===== src/rtl/jstk_spi_master.sv =====
// jstk_spi_master -- SPI mode-0 master that polls a joystick module.
//
// One accepted start runs a 5-byte exchange with cs_n held low throughout.
// Byte 0 carries the LED command and bytes 1-4 are zero. The five returned
// bytes are decoded into a 10-bit X position, a 10-bit Y position and three
// button bits.
//
// Ports:
//   clk      system clock; all logic runs on its rising edge
//   reset    synchronous, active-high
//   start    request one transaction; only sampled while idle
//   led_cmd  two LED bits for byte 0, captured when start is accepted
//   miso     serial data from the slave
//   sclk     SPI clock (mode 0: idles low, data sampled on the rising edge)
//   mosi     serial data to the slave, MSB first
//   cs_n     active-low chip select
//   busy     high from the accepted start until the done cycle
//   done     one-cycle pulse carrying the freshly updated outputs
//   x_pos    last received X position
//   y_pos    last received Y position
//   btn      last received button bits
module jstk_spi_master #(
  parameter int CLK_DIV  = 50,
  parameter int CS_SETUP = 2500,
  parameter int BYTE_GAP = 1000
) (
  input  logic       clk,
  input  logic       reset,
  input  logic       start,
  input  logic [1:0] led_cmd,
  input  logic       miso,
  output logic       sclk,
  output logic       mosi,
  output logic       cs_n,
  output logic       busy,
  output logic       done,
  output logic [9:0] x_pos,
  output logic [9:0] y_pos,
  output logic [2:0] btn
);

  localparam logic [2:0] IDLE   = 3'd0;
  localparam logic [2:0] SETUP  = 3'd1;
  localparam logic [2:0] SHIFT  = 3'd2;
  localparam logic [2:0] GAP    = 3'd3;
  localparam logic [2:0] FINISH = 3'd4;

  // One shared cycle counter covers the setup delay, the byte gap and the
  // sclk half-period, so it must hold the largest of the three.
  localparam int MAX_AB = (CS_SETUP > BYTE_GAP) ? CS_SETUP : BYTE_GAP;
  localparam int MAX_V  = (MAX_AB > CLK_DIV) ? MAX_AB : CLK_DIV;
  localparam int CW     = $clog2(MAX_V + 1);

  localparam logic [CW-1:0] DIV_LAST   = CW'(CLK_DIV - 1);
  localparam logic [CW-1:0] SETUP_LAST = CW'(CS_SETUP - 1);
  localparam logic [CW-1:0] GAP_LAST   = CW'(BYTE_GAP - 1);

  logic [2:0]    state;
  logic [CW-1:0] cnt;
  logic [2:0]    bit_cnt;
  logic [2:0]    byte_idx;
  logic [6:0]    tx_rest;   // bits still to be sent after the one on mosi
  logic [7:0]    rx_sr;
  logic [7:0]    rx0;
  logic [1:0]    rx1;
  logic [7:0]    rx2;
  logic [1:0]    rx3;
  logic [7:0]    tx_byte0;

  always_comb begin
    tx_byte0 = {6'b100000, led_cmd};
  end

  always_ff @(posedge clk) begin
    if (reset) begin
      state    <= IDLE;
      cs_n     <= 1'b1;
      sclk     <= 1'b0;
      mosi     <= 1'b0;
      busy     <= 1'b0;
      done     <= 1'b0;
      x_pos    <= '0;
      y_pos    <= '0;
      btn      <= '0;
      cnt      <= '0;
      bit_cnt  <= '0;
      byte_idx <= '0;
      tx_rest  <= '0;
      rx_sr    <= '0;
      rx0      <= '0;
      rx1      <= '0;
      rx2      <= '0;
      rx3      <= '0;
    end else begin
      done <= 1'b0;
      case (state)
        IDLE: begin
          cs_n     <= 1'b1;
          sclk     <= 1'b0;
          mosi     <= 1'b0;
          busy     <= 1'b0;
          cnt      <= '0;
          bit_cnt  <= '0;
          byte_idx <= '0;
          if (start) begin
            state   <= SETUP;
            cs_n    <= 1'b0;
            busy    <= 1'b1;
            mosi    <= tx_byte0[7];
            tx_rest <= tx_byte0[6:0];
          end
        end

        // The edge that leaves SETUP or GAP is also the first rising sclk
        // edge of the byte, so miso is sampled here as well.
        SETUP: begin
          if (cnt == SETUP_LAST) begin
            cnt   <= '0;
            state <= SHIFT;
            sclk  <= 1'b1;
            rx_sr <= {rx_sr[6:0], miso};
          end else begin
            cnt <= cnt + 1'b1;
          end
        end

        GAP: begin
          if (cnt == GAP_LAST) begin
            cnt   <= '0;
            state <= SHIFT;
            sclk  <= 1'b1;
            rx_sr <= {rx_sr[6:0], miso};
          end else begin
            cnt <= cnt + 1'b1;
          end
        end

        // A byte spans eight full sclk periods; its last low half-period
        // is spent here before moving on, which keeps every bit 2*CLK_DIV
        // cycles long and leaves sclk low into GAP.
        SHIFT: begin
          if (cnt == DIV_LAST) begin
            cnt <= '0;
            if (sclk) begin
              sclk <= 1'b0;
              if (bit_cnt != 3'd7) begin
                mosi    <= tx_rest[6];
                tx_rest <= {tx_rest[5:0], 1'b0};
              end
            end else if (bit_cnt == 3'd7) begin
              bit_cnt <= 3'd0;
              case (byte_idx)
                3'd0:    rx0 <= rx_sr;
                3'd1:    rx1 <= rx_sr[1:0];
                3'd2:    rx2 <= rx_sr;
                3'd3:    rx3 <= rx_sr[1:0];
                default: ;
              endcase
              if (byte_idx == 3'd4) begin
                state <= FINISH;
                done  <= 1'b1;
                busy  <= 1'b0;
                x_pos <= {rx1, rx0};
                y_pos <= {rx3, rx2};
                btn   <= rx_sr[2:0];
              end else begin
                byte_idx <= byte_idx + 1'b1;
                state    <= GAP;
                mosi     <= 1'b0;
                tx_rest  <= '0;
              end
            end else begin
              sclk    <= 1'b1;
              rx_sr   <= {rx_sr[6:0], miso};
              bit_cnt <= bit_cnt + 1'b1;
            end
          end else begin
            cnt <= cnt + 1'b1;
          end
        end

        FINISH: begin
          state <= IDLE;
          cs_n  <= 1'b1;
          mosi  <= 1'b0;
          sclk  <= 1'b0;
        end

        default: begin
          state <= IDLE;
          cs_n  <= 1'b1;
          sclk  <= 1'b0;
          mosi  <= 1'b0;
          busy  <= 1'b0;
        end
      endcase
    end
  end

endmodule


===== config.mk =====
export PLATFORM = sky130hd
export DESIGN_NAME = jstk_spi_master
export DESIGN_NICKNAME = d
export VERILOG_FILES = /design/src/rtl/jstk_spi_master.sv
export SDC_FILE = /design/constraint.sdc
export NUM_CORES = 1
export LEC_CHECK = 0
export CAP_MARGIN = 15
export CORE_MARGIN = 3
export CORE_UTILIZATION = 51
export DETAILED_ROUTE_END_ITERATION = 10
export PLACE_DENSITY_LB_ADDON = 0.15
export SLEW_MARGIN = 20
export SYNTH_ARGS = -nofsm -noshare
export SYNTH_HDL_FRONTEND = slang
export SYNTH_SLANG_ARGS = --single-unit

===== constraint.sdc =====
create_clock -name clk -period 6.6 [get_ports clk]
set_input_delay 1.65 -clock clk [delete_from_list [all_inputs] [get_ports clk]]
set_output_delay 1.65 -clock clk [all_outputs]
set_load 0.005 [all_outputs]

# --- Word level (Yosys, flattened, before mapping) ---
# Index checks and enable logic that the tools add are counted.
word_totals:
  elab_cells: 129
  inputBits: 6
  reg_bits: 84
op_classes:
  mux: 55
  n_bitwise: 6
  addsub: 3
  eq_ne: 25
  n_reduce_logical: 22
ops:
  columns: ["cell", "n"]
  rows:
  - ["$pmux W12 S4", 1]
  - ["$mux W3", 14]
  - ["$mux W7", 6]
  - ["$mux W8", 5]
  - ["$reduce_and A5 Y1", 8]
  - ["$mux W12", 3]
  - ["$pmux W8 S3", 1]
  - ["$ne A2 B2 Y1 const B", 9]
  - ["$reduce_and A6 Y1", 3]
  - ["$mux W1", 17]
  - ["$pmux W7 S2", 1]
  - ["$add A12 B1 Y12 const B", 1]
  - ["$eq A12 B10 Y1 const B", 1]
  - ["$eq A12 B12 Y1 const B", 1]
  - ["$eq A12 B6 Y1 const B", 1]
  - ["$eq A3 B2 Y1 const B", 4]
  - ["$ne A3 B3 Y1 const B", 4]
  - ["$pmux W3 S2", 2]
  - ["$pmux W3 S4", 1]
  - ["$eq A3 B3 Y1 const B", 3]
  - ["$pmux W1 S3", 3]
  - ["$add A3 B1 Y3 const B", 2]
  - ["$eq A3 B1 Y1 const B", 2]
  - ["$logic_not A3 Y1", 2]
  - ["9 further kinds", 16]

# --- Depth between registers and ports, before layout ---
logic_depth:
  depth_word: 6
  depth_mapped: 9
  ltp_nobuf: 7

# --- Least setup slack after synthesis ---
# Ideal clock, no wire load.
synth_timing:
  kind: "input port to flip-flop"
  startpoint: "in start"
  endpoint: "reg tx_rest[1]"
  required_ns: 6.509
  arrival_time_ns: 2.364
  path_slack_ns: 4.145
  path_buffers: 0
  cell_stages: 5
  path_cell_list: "nor2b_1 > nand2_1 > o31ai_2 > nor2_1 > a311oi_1"
synth_via:
  elab_chain_len: 2
synth_rtl:
  columns: ["item", "line", "source"]
  rows:
  - ["from (decl)", "29", "input logic start,"]
  - ["$ne A2 B2 Y1 (no line)", null, null]
  - ["$reduce_and A6 Y1 (no line)", null, null]
  - ["to (signal assigned)", "110", "tx_rest <= tx_byte0[6:0];"]
  - ["to (signal assigned)", "148", "tx_rest <= {tx_rest[5:0], 1'b0};"]
  - ["to (decl)", "62", "logic [6:0] tx_rest;"]
# Every way passes these cells.
# A chain may end at the register's enable or synchronous reset.

# --- Worst setup path after layout ---
layout_timing:
  startpoint: "reg sclk"
  endpoint: "out sclk"
layout_rtl:
  columns: ["item", "line", "source"]
  rows:
  - ["from (decl)", "32", "output logic sclk,"]
  - ["from (signal assigned)", "78", "sclk <= 1'b0;"]
  - ["from (signal assigned)", "99", "sclk <= 1'b0;"]
  - ["from (signal assigned)", "120", "sclk <= 1'b1;"]
# No word-level cell between the ends.

==> flow_metrics.py <==
metrics = {
    "run_status": {
        "outcome": "finished clean",
    },
    "timing": {
        "finalCriticalPeriod_ns": 3.20,
        "skew_ns": 0.00834,
        "rsz0062_at_grt": "no",
        "timing.slew.headroom": 0.431,
        "max_freq_mhz": 312,
        "tns_ns": 0,
        "period_share": 0.485,
        "worst_slew_pin_slew_ns": 0.847,
        "timing.final.hold_violations": 0,
        "drv_slew": 0,
        "setup_viol": 0,
    },
    "setup_path": {
        "r2r.worst_path.cells": 7,
        "path_cells": "clkdlybuf4s50_1",
        "rr_endpoint": "x_pos[5]",
        "worst-path-buf-inv": 1,
        "r2r-start": "bit_cnt[0]",
        "crit_path_start_kind": "flip-flop",
        "crit_fanout": 12,
        "crit_required_ns": 4.95,
        "rrSetupSlack_ns": 3.92,
        "critPathKind": "flip-flop to primary output",
        "crit_slowest_cell": "dfxtp_1",
        "end_kind": "primary output",
        "critical-path-max-stage-delay_ns": 0.61,
        "crit_family": "flip-flops",
        "cp.arrival_ns": 1.55,
    },
    "synthesis": {
        "ys_top_cells_by_area": "dfxtp_1, nand2_1, a21oi_1",
        "ys_warn_count": 0,
        "syn_area_um2": 3850,
        "synth_nets": 475,
        "postSynth.asyncResetShare": 0,
        "ys_seq_elements": 84,
        "synthFlopType": "dfxtp_1",
        "synth_top_cell_area_share": 0.437,
        "ys_types": 56,
        "synth-edff-count": 0,
        "ys_seq_area_frac": 0.437,
        "yosysMostFrequentCell": "nand2_1",
        "syn_inst": 460,
        "yosysTopAreaCell": "dfxtp_1",
        "synthTopCellsByCount": "nand2_1, dfxtp_1, a21oi_1",
        "syn_avg_cell_area_um2": 8.37,
    },
    "clock_network": {
        "holdBufCountCts": 0,
        "clk_latency_ns": 0.35,
        "cts_tree": "built",
        "postCtsSetupBuffers": 0,
        "cts-resized-gates": 0,
        "clock_sinks": 84,
        "cts_max_level": 3,
        "path_clk_slew_ns": 0.09,
        "cts_buffers": 9,
        "cts-root-buf": "clkbuf_8",
        "clk_path_buf_depth": 2,
    },
    "grt": {
        "grt_util_met3": 0.0309,
        "antenna_found_initial": 0,
        "gr-total-overflow": 0,
        "grt_start_max_net_pins": 51,
        "use_met1": 0.258,
        "grt_pass1_wl_mm": 14.4,
        "busiest_layer": "met2",
        "grt_use_met2": 0.358,
        "gr-usage-all-layers": 0.208,
        "grt_pass1_vias": 3028,
    },
    "hold_path": {
        "min_from": "y_pos[0]",
        "min_path_type": "flip-flop to flip-flop",
        "holdPathStages": 2,
        "holdPathEnd": "y_pos[0]",
    },
    "cells_and_area": {
        "final_net_count": 494,
        "layout-drive-gt1-share": 0.0682,
        "final_util": 0.604,
        "area_growth_pct": 14.4,
        "diodes": 0,
    },
    "die": {
        "rows": 31,
        "die_w_um": 92.9,
        "dieArea_um2": 8630,
        "pin_count": 34,
        "die_h_um": 92.9,
        "start_util": 0.528,
        "fp.coreArea_um2": 7290,
    },
    "place": {
        "dp_hpwl_mm": 5.65,
        "port_buffers": 33,
        "globalplace.congestion": 0.851,
    },
    "power": {
        "ir_drop_mv": 0.151,
        "p_leak_nw": 1.49,
        "p_per_area_nw_per_um2": 210,
    },
    "routing": {
        "drc_errors": 0,
        "first_iter_violations": 148,
        "final_antenna_net_count": 0,
        "num_vias": 3273,
        "wl_per_cell_um": 14.5,
        "drt_first_pass_iters": 4,
        "vias_per_cell": 5.61,
        "wirelength_mm": 8.44,
    },
    "job": {
        "cap_violations": 0,
    },
}
-- worst min-delay path: stages, from the launching register on --
cell and delay [ns]:
dfxtp_1 0.32, nand2_1 0.05, a21oi_1 0.05
-- placed cells by master (no fill, tap or decap), types with 4 or more instances in the layout --
cell	count
nor2b_1	4
nor3_1	11
ha_1	9
nand3_1	17
a21oi_1	47
clkbuf_8	9
nand4_1	7
mux2i_1	23
clkdlybuf4s50_1	32
nand2_1	85
inv_1	11
dfxtp_1	84
nor4_1	6
o21ai_0	8
nand4b_1	10
nor3b_1	9
nor2_1	44
and3_1	4
-- registers in the layout, summed over array words and instances, names as in the netlist --
register	flops
x_pos	10
rx_sr	8
state	3
mosi	1
busy	1
y_pos	10
byte_idx	3
cnt	12
rx0	8
sclk	1
rx1	2
rx3	2
btn	3
done	1
rx2	8
bit_cnt	3
cs_n	1
tx_rest	7
-- power by group --
part / internal (mW) / switching (mW)
clock: 0.178 / 0.195
sequential: 0.510 / 0.00502
combinational: 0.0150 / 0.0222
total: 0.704 / 0.222
-- final cells by class --
type / count / area [µm²]
fill: 693 / 2890
clock inverter: 6 / 71.3
clock buffer: 10 / 128
timing repair buffer: 36 / 348
sequential: 84 / 1680
inverter: 12 / 45.0
tap: 99 / 124
multi-input combinational: 336 / 2010
-- layer usage --
metal | up-vias | routed length (µm)
met3 | 8 | 317
met2 | 60 | 4180
li1 | 1650 | -
met5 | - | 0
met4 | 0 | 94
met1 | 1555 | 3850
-- stage by stage --
step | hold slack, ns | worst slack (ns) | std cells | area [µm²] | power, mW
after floorplan | 0.432 | 4.14 | 460 | 3850 | 0.552
after detailed placement | 0.443 | 3.25 | 567 | 4210 | 0.564
after CTS | 0.459 | 3.36 | 583 | 4410 | 0.933
after global placement | 0.442 | 3.29 | 567 | 4210 | 0.563
final | 0.455 | 3.40 | 583 | 4410 | 0.925
after global routing | 0.478 | 3.36 | 583 | 4410 | 0.955
-- worst max path at each step --
stage	cells after the start	slack, ns	start	to
2_1_floorplan	5	4.14	start	tx_rest[1]
3_3_place_gp	5	3.29	reset	rx_sr[5]
3_5_place_dp	5	3.25	reset	rx_sr[5]
4_1_cts	1	3.36	sclk	sclk
5_1_grt	1	3.36	sclk	sclk
6_report	1	3.40	sclk	sclk
-- cell families after synthesis --
family,Yosys count,synth area share
AOI/OAI and AO/OA,81,0.127
xor gates and xnor gates,3,0.00683
adders and majority gates,9,0.0292
buffers and inverters,40,0.0416
DFF,84,0.437
muxes,24,0.0627
and+or+nand+nor,219,0.295
Power figures use the tool's default switching activity.
